==> src/rtl/div_pkg.sv <==
// Shared constants and FSM encoding for the streaming signed divider.
package div_pkg;

    localparam int DATA_WIDTH = 32;
    localparam int ITER       = 32;
    localparam int CNT_WIDTH  = $clog2(ITER);

    typedef enum logic [1:0] {
        S_READ  = 2'd0,
        S_DIV   = 2'd1,
        S_WRITE = 2'd2
    } state_t;

endpackage

==> src/rtl/div_two_inputs_if.sv <==
// FIFO-side handshake bundle of the divider: two pop ports (dividend, divisor) and one push port.
interface div_two_inputs_if #(
    parameter int DATA_WIDTH = div_pkg::DATA_WIDTH
);

    logic                  inA_rd_en;
    logic                  inA_empty;
    logic [DATA_WIDTH-1:0] inA_dout;

    logic                  inB_rd_en;
    logic                  inB_empty;
    logic [DATA_WIDTH-1:0] inB_dout;

    logic                  out_wr_en;
    logic                  out_full;
    logic [DATA_WIDTH-1:0] out_din;

    // Divider side.
    modport master (
        output inA_rd_en,
        input  inA_empty,
        input  inA_dout,
        output inB_rd_en,
        input  inB_empty,
        input  inB_dout,
        output out_wr_en,
        input  out_full,
        output out_din
    );

    // FIFO side.
    modport slave (
        input  inA_rd_en,
        output inA_empty,
        output inA_dout,
        input  inB_rd_en,
        output inB_empty,
        output inB_dout,
        input  out_wr_en,
        output out_full,
        input  out_din
    );

endinterface

==> src/rtl/div_two_inputs.sv <==
// Streaming signed divider: pops a dividend and a divisor together, runs a 32-step restoring
// division on the magnitudes, then pushes the sign-corrected truncating quotient.
module div_two_inputs #(
    parameter int DATA_WIDTH = div_pkg::DATA_WIDTH
) (
    input  logic             clock,
    input  logic             reset,
    div_two_inputs_if.master bus
);

    localparam int CW = div_pkg::CNT_WIDTH;
    localparam logic [CW-1:0] CNT_LOAD = CW'(div_pkg::ITER - 1);
    localparam logic [CW-1:0] CNT_ONE  = CW'(1);

    div_pkg::state_t state;

    logic                  sign;
    logic                  div_zero;
    logic [DATA_WIDTH-1:0] abs_b;
    logic [DATA_WIDTH-1:0] rem;
    logic [DATA_WIDTH-1:0] qd;
    logic [CW-1:0]         cnt;
    logic [DATA_WIDTH-1:0] out_q;

    logic                  start;
    logic [DATA_WIDTH:0]   trial;
    logic                  take;
    logic [DATA_WIDTH-1:0] rem_next;
    logic [DATA_WIDTH-1:0] qd_next;
    logic [DATA_WIDTH-1:0] quot;

    // Both operands must be present so the two input FIFOs always stay in step.
    assign start         = (state == div_pkg::S_READ) && !bus.inA_empty && !bus.inB_empty;
    assign bus.inA_rd_en = start;
    assign bus.inB_rd_en = start;
    assign bus.out_wr_en = (state == div_pkg::S_WRITE) && !bus.out_full;
    assign bus.out_din   = out_q;

    // qd starts as |a| and shifts out dividend bits at the top while quotient bits enter at the bottom.
    // NOTE: every always_comb output gets an unconditional assignment so no latch can be inferred.
    always_comb begin
        trial    = {rem, qd[DATA_WIDTH-1]};
        take     = (trial >= {1'b0, abs_b});
        rem_next = take ? (trial[DATA_WIDTH-1:0] - abs_b) : trial[DATA_WIDTH-1:0];
        qd_next  = {qd[DATA_WIDTH-2:0], take};
        quot     = div_zero ? '0 : (sign ? -qd_next : qd_next);
    end

    // NOTE: state registers use non-blocking assignments so every flop samples pre-edge values.
    always_ff @(posedge clock or negedge reset) begin
        if (!reset) begin
            state    <= div_pkg::S_READ;
            sign     <= 1'b0;
            div_zero <= 1'b0;
            abs_b    <= '0;
            rem      <= '0;
            qd       <= '0;
            cnt      <= '0;
            out_q    <= '0;
        end else begin
            case (state)
                div_pkg::S_READ: begin
                    if (start) begin
                        sign     <= bus.inA_dout[DATA_WIDTH-1] ^ bus.inB_dout[DATA_WIDTH-1];
                        div_zero <= (bus.inB_dout == '0);
                        qd       <= bus.inA_dout[DATA_WIDTH-1] ? -bus.inA_dout : bus.inA_dout;
                        abs_b    <= bus.inB_dout[DATA_WIDTH-1] ? -bus.inB_dout : bus.inB_dout;
                        rem      <= '0;
                        cnt      <= CNT_LOAD;
                        state    <= div_pkg::S_DIV;
                    end
                end
                div_pkg::S_DIV: begin
                    rem <= rem_next;
                    qd  <= qd_next;
                    if (cnt == '0) begin
                        out_q <= quot;
                        state <= div_pkg::S_WRITE;
                    end else begin
                        cnt <= cnt - CNT_ONE;
                    end
                end
                div_pkg::S_WRITE: begin
                    if (!bus.out_full) begin
                        state <= div_pkg::S_READ;
                    end
                end
                default: state <= div_pkg::S_READ;
            endcase
        end
    end

    a_strobes_exclusive: assert property (@(posedge clock) disable iff (!reset)
        !((bus.inA_rd_en || bus.inB_rd_en) && bus.out_wr_en));

endmodule

==> src/flat_wrapper.sv <==
// flat-port wrapper written by rule: the top's interface ports become plain ports
module div_two_inputs_flat 
#(
    parameter int DATA_WIDTH = div_pkg::DATA_WIDTH
)
  (clock, reset, bus_inA_rd_en, bus_inA_empty, bus_inA_dout, bus_inB_rd_en, bus_inB_empty, bus_inB_dout, bus_out_wr_en, bus_out_full, bus_out_din);
  div_two_inputs_if #(.DATA_WIDTH(DATA_WIDTH)) bus_i ();
  input  logic clock;
  input  logic reset;
  output wire logic [$bits(bus_i.inA_rd_en)-1:0] bus_inA_rd_en;
  input wire logic [$bits(bus_i.inA_empty)-1:0] bus_inA_empty;
  input wire logic [$bits(bus_i.inA_dout)-1:0] bus_inA_dout;
  output wire logic [$bits(bus_i.inB_rd_en)-1:0] bus_inB_rd_en;
  input wire logic [$bits(bus_i.inB_empty)-1:0] bus_inB_empty;
  input wire logic [$bits(bus_i.inB_dout)-1:0] bus_inB_dout;
  output wire logic [$bits(bus_i.out_wr_en)-1:0] bus_out_wr_en;
  input wire logic [$bits(bus_i.out_full)-1:0] bus_out_full;
  output wire logic [$bits(bus_i.out_din)-1:0] bus_out_din;
  assign bus_inA_rd_en = bus_i.inA_rd_en;
  assign bus_i.inA_empty = bus_inA_empty;
  assign bus_i.inA_dout = bus_inA_dout;
  assign bus_inB_rd_en = bus_i.inB_rd_en;
  assign bus_i.inB_empty = bus_inB_empty;
  assign bus_i.inB_dout = bus_inB_dout;
  assign bus_out_wr_en = bus_i.out_wr_en;
  assign bus_i.out_full = bus_out_full;
  assign bus_out_din = bus_i.out_din;
  div_two_inputs #(.DATA_WIDTH(DATA_WIDTH)) u_core (.clock(clock), .reset(reset), .bus(bus_i));
endmodule
==> config.mk <==
export PLATFORM = sky130hd
export DESIGN_NAME = div_two_inputs_flat
export DESIGN_NICKNAME = d
export VERILOG_FILES = /design/src/rtl/div_pkg.sv /design/src/rtl/div_two_inputs_if.sv /design/src/rtl/div_two_inputs.sv /design/src/flat_wrapper.sv
export SDC_FILE = /design/constraint.sdc
export NUM_CORES = 1
export LEC_CHECK = 0
export BUFFER_PORTS_ARGS = -buffer_cell sky130_fd_sc_hd__buf_2
export CAP_MARGIN = 20
export CELL_PAD_IN_SITES_DETAIL_PLACEMENT = 1
export CELL_PAD_IN_SITES_GLOBAL_PLACEMENT = 1
export CORE_MARGIN = 1.5
export CORE_UTILIZATION = 45
export DETAILED_ROUTE_END_ITERATION = 8
export PLACE_DENSITY_LB_ADDON = 0.1
export SYNTH_ARGS = -nofsm -noshare
export SYNTH_HDL_FRONTEND = slang
export SYNTH_SLANG_ARGS = --single-unit
==> constraint.sdc <==
create_clock -name clock -period 6 [get_ports clock]
set_input_delay 0.9 -clock clock [delete_from_list [all_inputs] [get_ports clock]]
set_output_delay 0.9 -clock clock [all_outputs]
set_load 0.02 [all_outputs]
==> summary.txt <==
Layout
  • Multi-input gate area: ~5400 µm²
  • Layout cells sized above 1: ~14%
  • Final Non-Filler Cells: approximately 1,400
  • Nets: around 1,200
  • Cell area after layout: about 10,000 µm²
  • Area growth syn-to-layout: 13.8%
  • Filler cell count: between 2,000 and 2,500
  • Commonest non-fill, non-tap cell in the layout: o21ai_0
  • Final core occ: roughly half
  • Leading cell types in the layout, fill and taps excluded: o21ai_0, dfrtp_1, nand2_1, buf_2, xor2_1
  • Seq. cell area: 3430 µm²
  • Ant. Diodes: 0

Die
  • Die area: about 21,000 µm²
  • Core Footprint: slightly above 20,000 µm²
  • I/O pin count: around 100
  • Die width: 146 µm
  • Site Rows: 52
  • Die H: between 100 and 150 µm
  • Starting Density: 45.6%

Clock network
  • CTS root buf: clkbuf_16
  • Post-CTS Setup Inserts: 0
  • Max clock buf depth: 2
  • Post-CTS Resized: 0
  • CTS HTree Levels: 4
  • CTS tree: done
  • TritonCTS Sinks: roughly 140
  • # hold bufs at CTS: 0
  • Cts bufs inserted: 17
  • CTS clock-pin slew for the worst setup and hold paths: around 0.060 ns
  • Worst-Skew Late Latency: roughly 0.43 ns

Placement
  • Dpl cells: between 1,000 and 1,500
  • Gpl congestion: about 0.85
  • Post-DP HPWL: around 19 mm
  • PortBufs: around 100
  • Post-DP Area: a little under 10,000 µm²

Timing
  • Final TNS setup: 0 ns
  • Final Cycle Share: 85.0%
  • Fmax: just under 200 MHz
  • Worst slew margin: around 33%
  • Clock Skew: 0.00895 ns
  • Actual slew at the worst max-slew pin: approximately 1.0 ns
  • Pins Over Slew Limit: 0
  • RSZ-0062 raised after global routing: no
  • Hold_ws: approximately 0.48 ns
  • Setup violations, final: 0
  • Final Hold Viols: 0
  • Final critical-path required period: a little over 5 ns

Drt
  • Via count: about 8,300
  • DRT iter0 DRCs: 410
  • DR vias/cell: a little under 6
  • WL per Instance: between 15 and 20 µm
  • TritonRoute pass-1 iters: 5
  • Post-route DRC: 0
  • ANT nets after route: 0
  • DRT Wirelength: around 27 mm

Global routing
  • Gr usage total: around a quarter
  • Initial antenna violation count: 0
  • M2 GR Usage: approximately two fifths
  • Grt ovf: 0
  • Largest net degree at the start of global routing: 84
  • GR Util met1: 37.7%
  • Number of global-route vias before repair: around 8,400
  • First-pass GRT wire length: about 44 mm
  • Met3 Use GR: roughly 4.8%
  • GRT Max-Usage Layer: met2

Yosys
  • XOR/XNOR Fraction of Synth Area: about a tenth
  • Yosys reg bits: around 140
  • EDFF count, synth: 0
  • Largest family of logic cells by synthesized area: compound AO/OA/AOI/OAI gates
  • Syn nets: about 1,200
  • Adder-Cell Fraction of Synth Area: 5.25%
  • Syn Inst Count: between 1,000 and 1,500
  • Synth cell types: between 60 and 70
  • Asr flop ratio synth: 100%
  • Sequential area share after synthesis: about 37%
  • Synth Cell Area: ~9000 µm²
  • Compound-Gate Fraction of Synth Area: 24.5%
  • Yosys Warn Count: 0
  • Primary FF master, synth: dfrtp_1
  • Mean Syn Cell Area: approximately 8.6 µm²
  • Mux cell area share after synthesis: roughly 1.6%
  • Post-Synth Simple-Gate Area: approximately 17%

Worst setup path
  • CP Capture Type: register
  • WP data arrival: roughly 5.4 ns
  • Slowest-stage cell, CP: or2_2
  • Class of the most critical setup path: reg -> reg
  • Crit-path max cell delay: 0.56 ns
  • CP max FO: 24
  • Worst path required time: 6.28 ns
  • CP cell instances: ha_1 -> and4_1 -> and4_1 -> a21boi_1 -> a2111oi_2 -> o21ai_1 -> o21a_1 -> or2_2 -> clkinv_1 -> ha_1 -> nand3_1 -> or2_2 -> or3_1 -> or2_1 -> o31ai_1 -> xor2_1 -> o21ai_0
  • Crit start category: register

Power
  • Flop pwr share: between 20% and 30%
  • Peak supply drop: around 0.27 mV
  • Clk pwr share: about 14%
  • Gate power share: about three fifths
  • Sw frac: between 40% and 50%
  • Int Pwr: 3.63 mW
  • Net Switching: roughly 3.3 mW
  • P per Cell Area: between 600 and 700 nW/µm²
  • Leakage power total: 4.72 nW

Min path
  • Hold crit path type: reg -> reg

Flow run
  • Maxcap violations: 0

Outcome
  • Outcome: finished clean
==> metal layers <==
metal	routed length, µm	vias up
met5	0	-
met4	452	0
met3	1190	30
met2	11800	178
met1	13300	4074
li1	-	4017
==> area by class of cell <==
| type | count | share of cell area [%] |
|---|---|---|
| clock buffer | 19 | 4.13 |
| clock inverter | 13 | 1.16 |
| inverter | 47 | 1.68 |
| multi-input combinational | 826 | 51.4 |
| sequential | 137 | 32.7 |
| tap | 270 | 3.23 |
| timing repair buffer | 112 | 5.63 |
==> power groups by stage <==
| stage | registers, mW | clock network (mW) | logic [mW] |
|---|---|---|---|
| 2_1_floorplan | 1.78 | 0 | 2.99 |
| 3_3_place_gp | 1.82 | 0 | 3.97 |
| 3_5_place_dp | 1.85 | 0 | 4.05 |
| 4_1_cts | 1.84 | 1.03 | 4.10 |
| 5_1_grt | 1.91 | 1.06 | 4.60 |
| 6_report | 1.85 | 1.01 | 4.09 |
==> cell usage after synthesis, types with 3 or more instances <==
cell,n,area [µm²]
a211o_1,4,35.0
a211oi_1,8,60.1
a21o_1,16,120
a21oi_1,39,195
a22oi_1,27,203
a31oi_1,8,50.1
a32oi_1,4,35.0
and2_1,3,18.8
and3_1,10,62.6
and4_1,3,26.3
buf_1,3,11.3
buf_2,5,25.0
clkbuf_1,48,180
dfrtp_1,137,3430
ha_1,37,463
inv_1,45,169
mux2i_1,12,120
nand2_1,119,447
nand2b_1,10,62.6
nand3_1,40,200
nand3b_1,3,22.5
nor2_1,33,124
nor2b_1,10,62.6
nor3_1,15,75.1
nor4b_1,4,35.0
o211ai_1,10,75.1
o21a_1,5,37.5
o21ai_0,158,791
o221ai_1,3,26.3
o31ai_1,35,263
o41ai_1,19,166
or2_2,7,43.8
or3_1,20,125
or4_1,16,120
xnor2_1,24,210
xor2_1,86,753
==> critical path: cells and delay by family (launching register included) <==
family | cells | cell delay [ns]
buffers and inverters | 1 | 0.14
and+or+nand+nor | 7 | 2.17
adders and majority gates | 2 | 0.61
AOI/OAI and AO/OA | 6 | 1.40
xor gates and xnor gates | 1 | 0.22
DFF | 1 | 0.39
==> kinds of logic (layout without fill, tap and decap cells) <==
kind of cell | after synthesis | count (layout)
and+or+nand+nor | 305 | 305
adders and majority gates | 38 | 38
DFF | 137 | 137
buffers and inverters | 104 | 191
muxes | 14 | 14
xor gates and xnor gates | 110 | 110
AOI/OAI and AO/OA | 359 | 359
==> sequential cells by signal, indices dropped and copies added, names as in the netlist <==
name / cells
u_core.state: 2
u_core.cnt: 5
u_core.rem: 32
u_core.qd: 32
u_core.abs_b: 32
u_core.sign: 1
u_core.bus.out_din: 32
u_core.div_zero: 1
==> path summary, 6_finish.rpt <==
| path | cells past startpoint | to | from | slack, ns |
|---|---|---|---|---|
| hold / removal | 2 | u_core.bus.out_din[7] | u_core.bus.out_din[7] | 0.48 |
| setup / recovery | 17 | u_core.bus.out_din[30] | u_core.rem[15] | 0.90 |
| max in group asynchronous | 2 | u_core.abs_b[9] | reset | 4.22 |
| setup reg to reg | 17 | u_core.bus.out_din[30] | u_core.rem[15] | 0.90 |
| min in group asynchronous | 1 | u_core.bus.out_din[18] | reset | 0.52 |
| hold reg to reg | 2 | u_core.bus.out_din[7] | u_core.bus.out_din[7] | 0.48 |
==> per-stage QoR <==
| step | worst slack, ns | power [mW] |
|---|---|---|
| 2_1_floorplan | 1.34 | 4.77 |
| 3_3_place_gp | 1.24 | 5.79 |
| 3_5_place_dp | 1.07 | 5.90 |
| 4_1_cts | 0.876 | 6.97 |
| 5_1_grt | 0.597 | 7.57 |
| 6_report | 0.900 | 6.94 |
No activity file was read; power rests on OpenSTA's default activity.
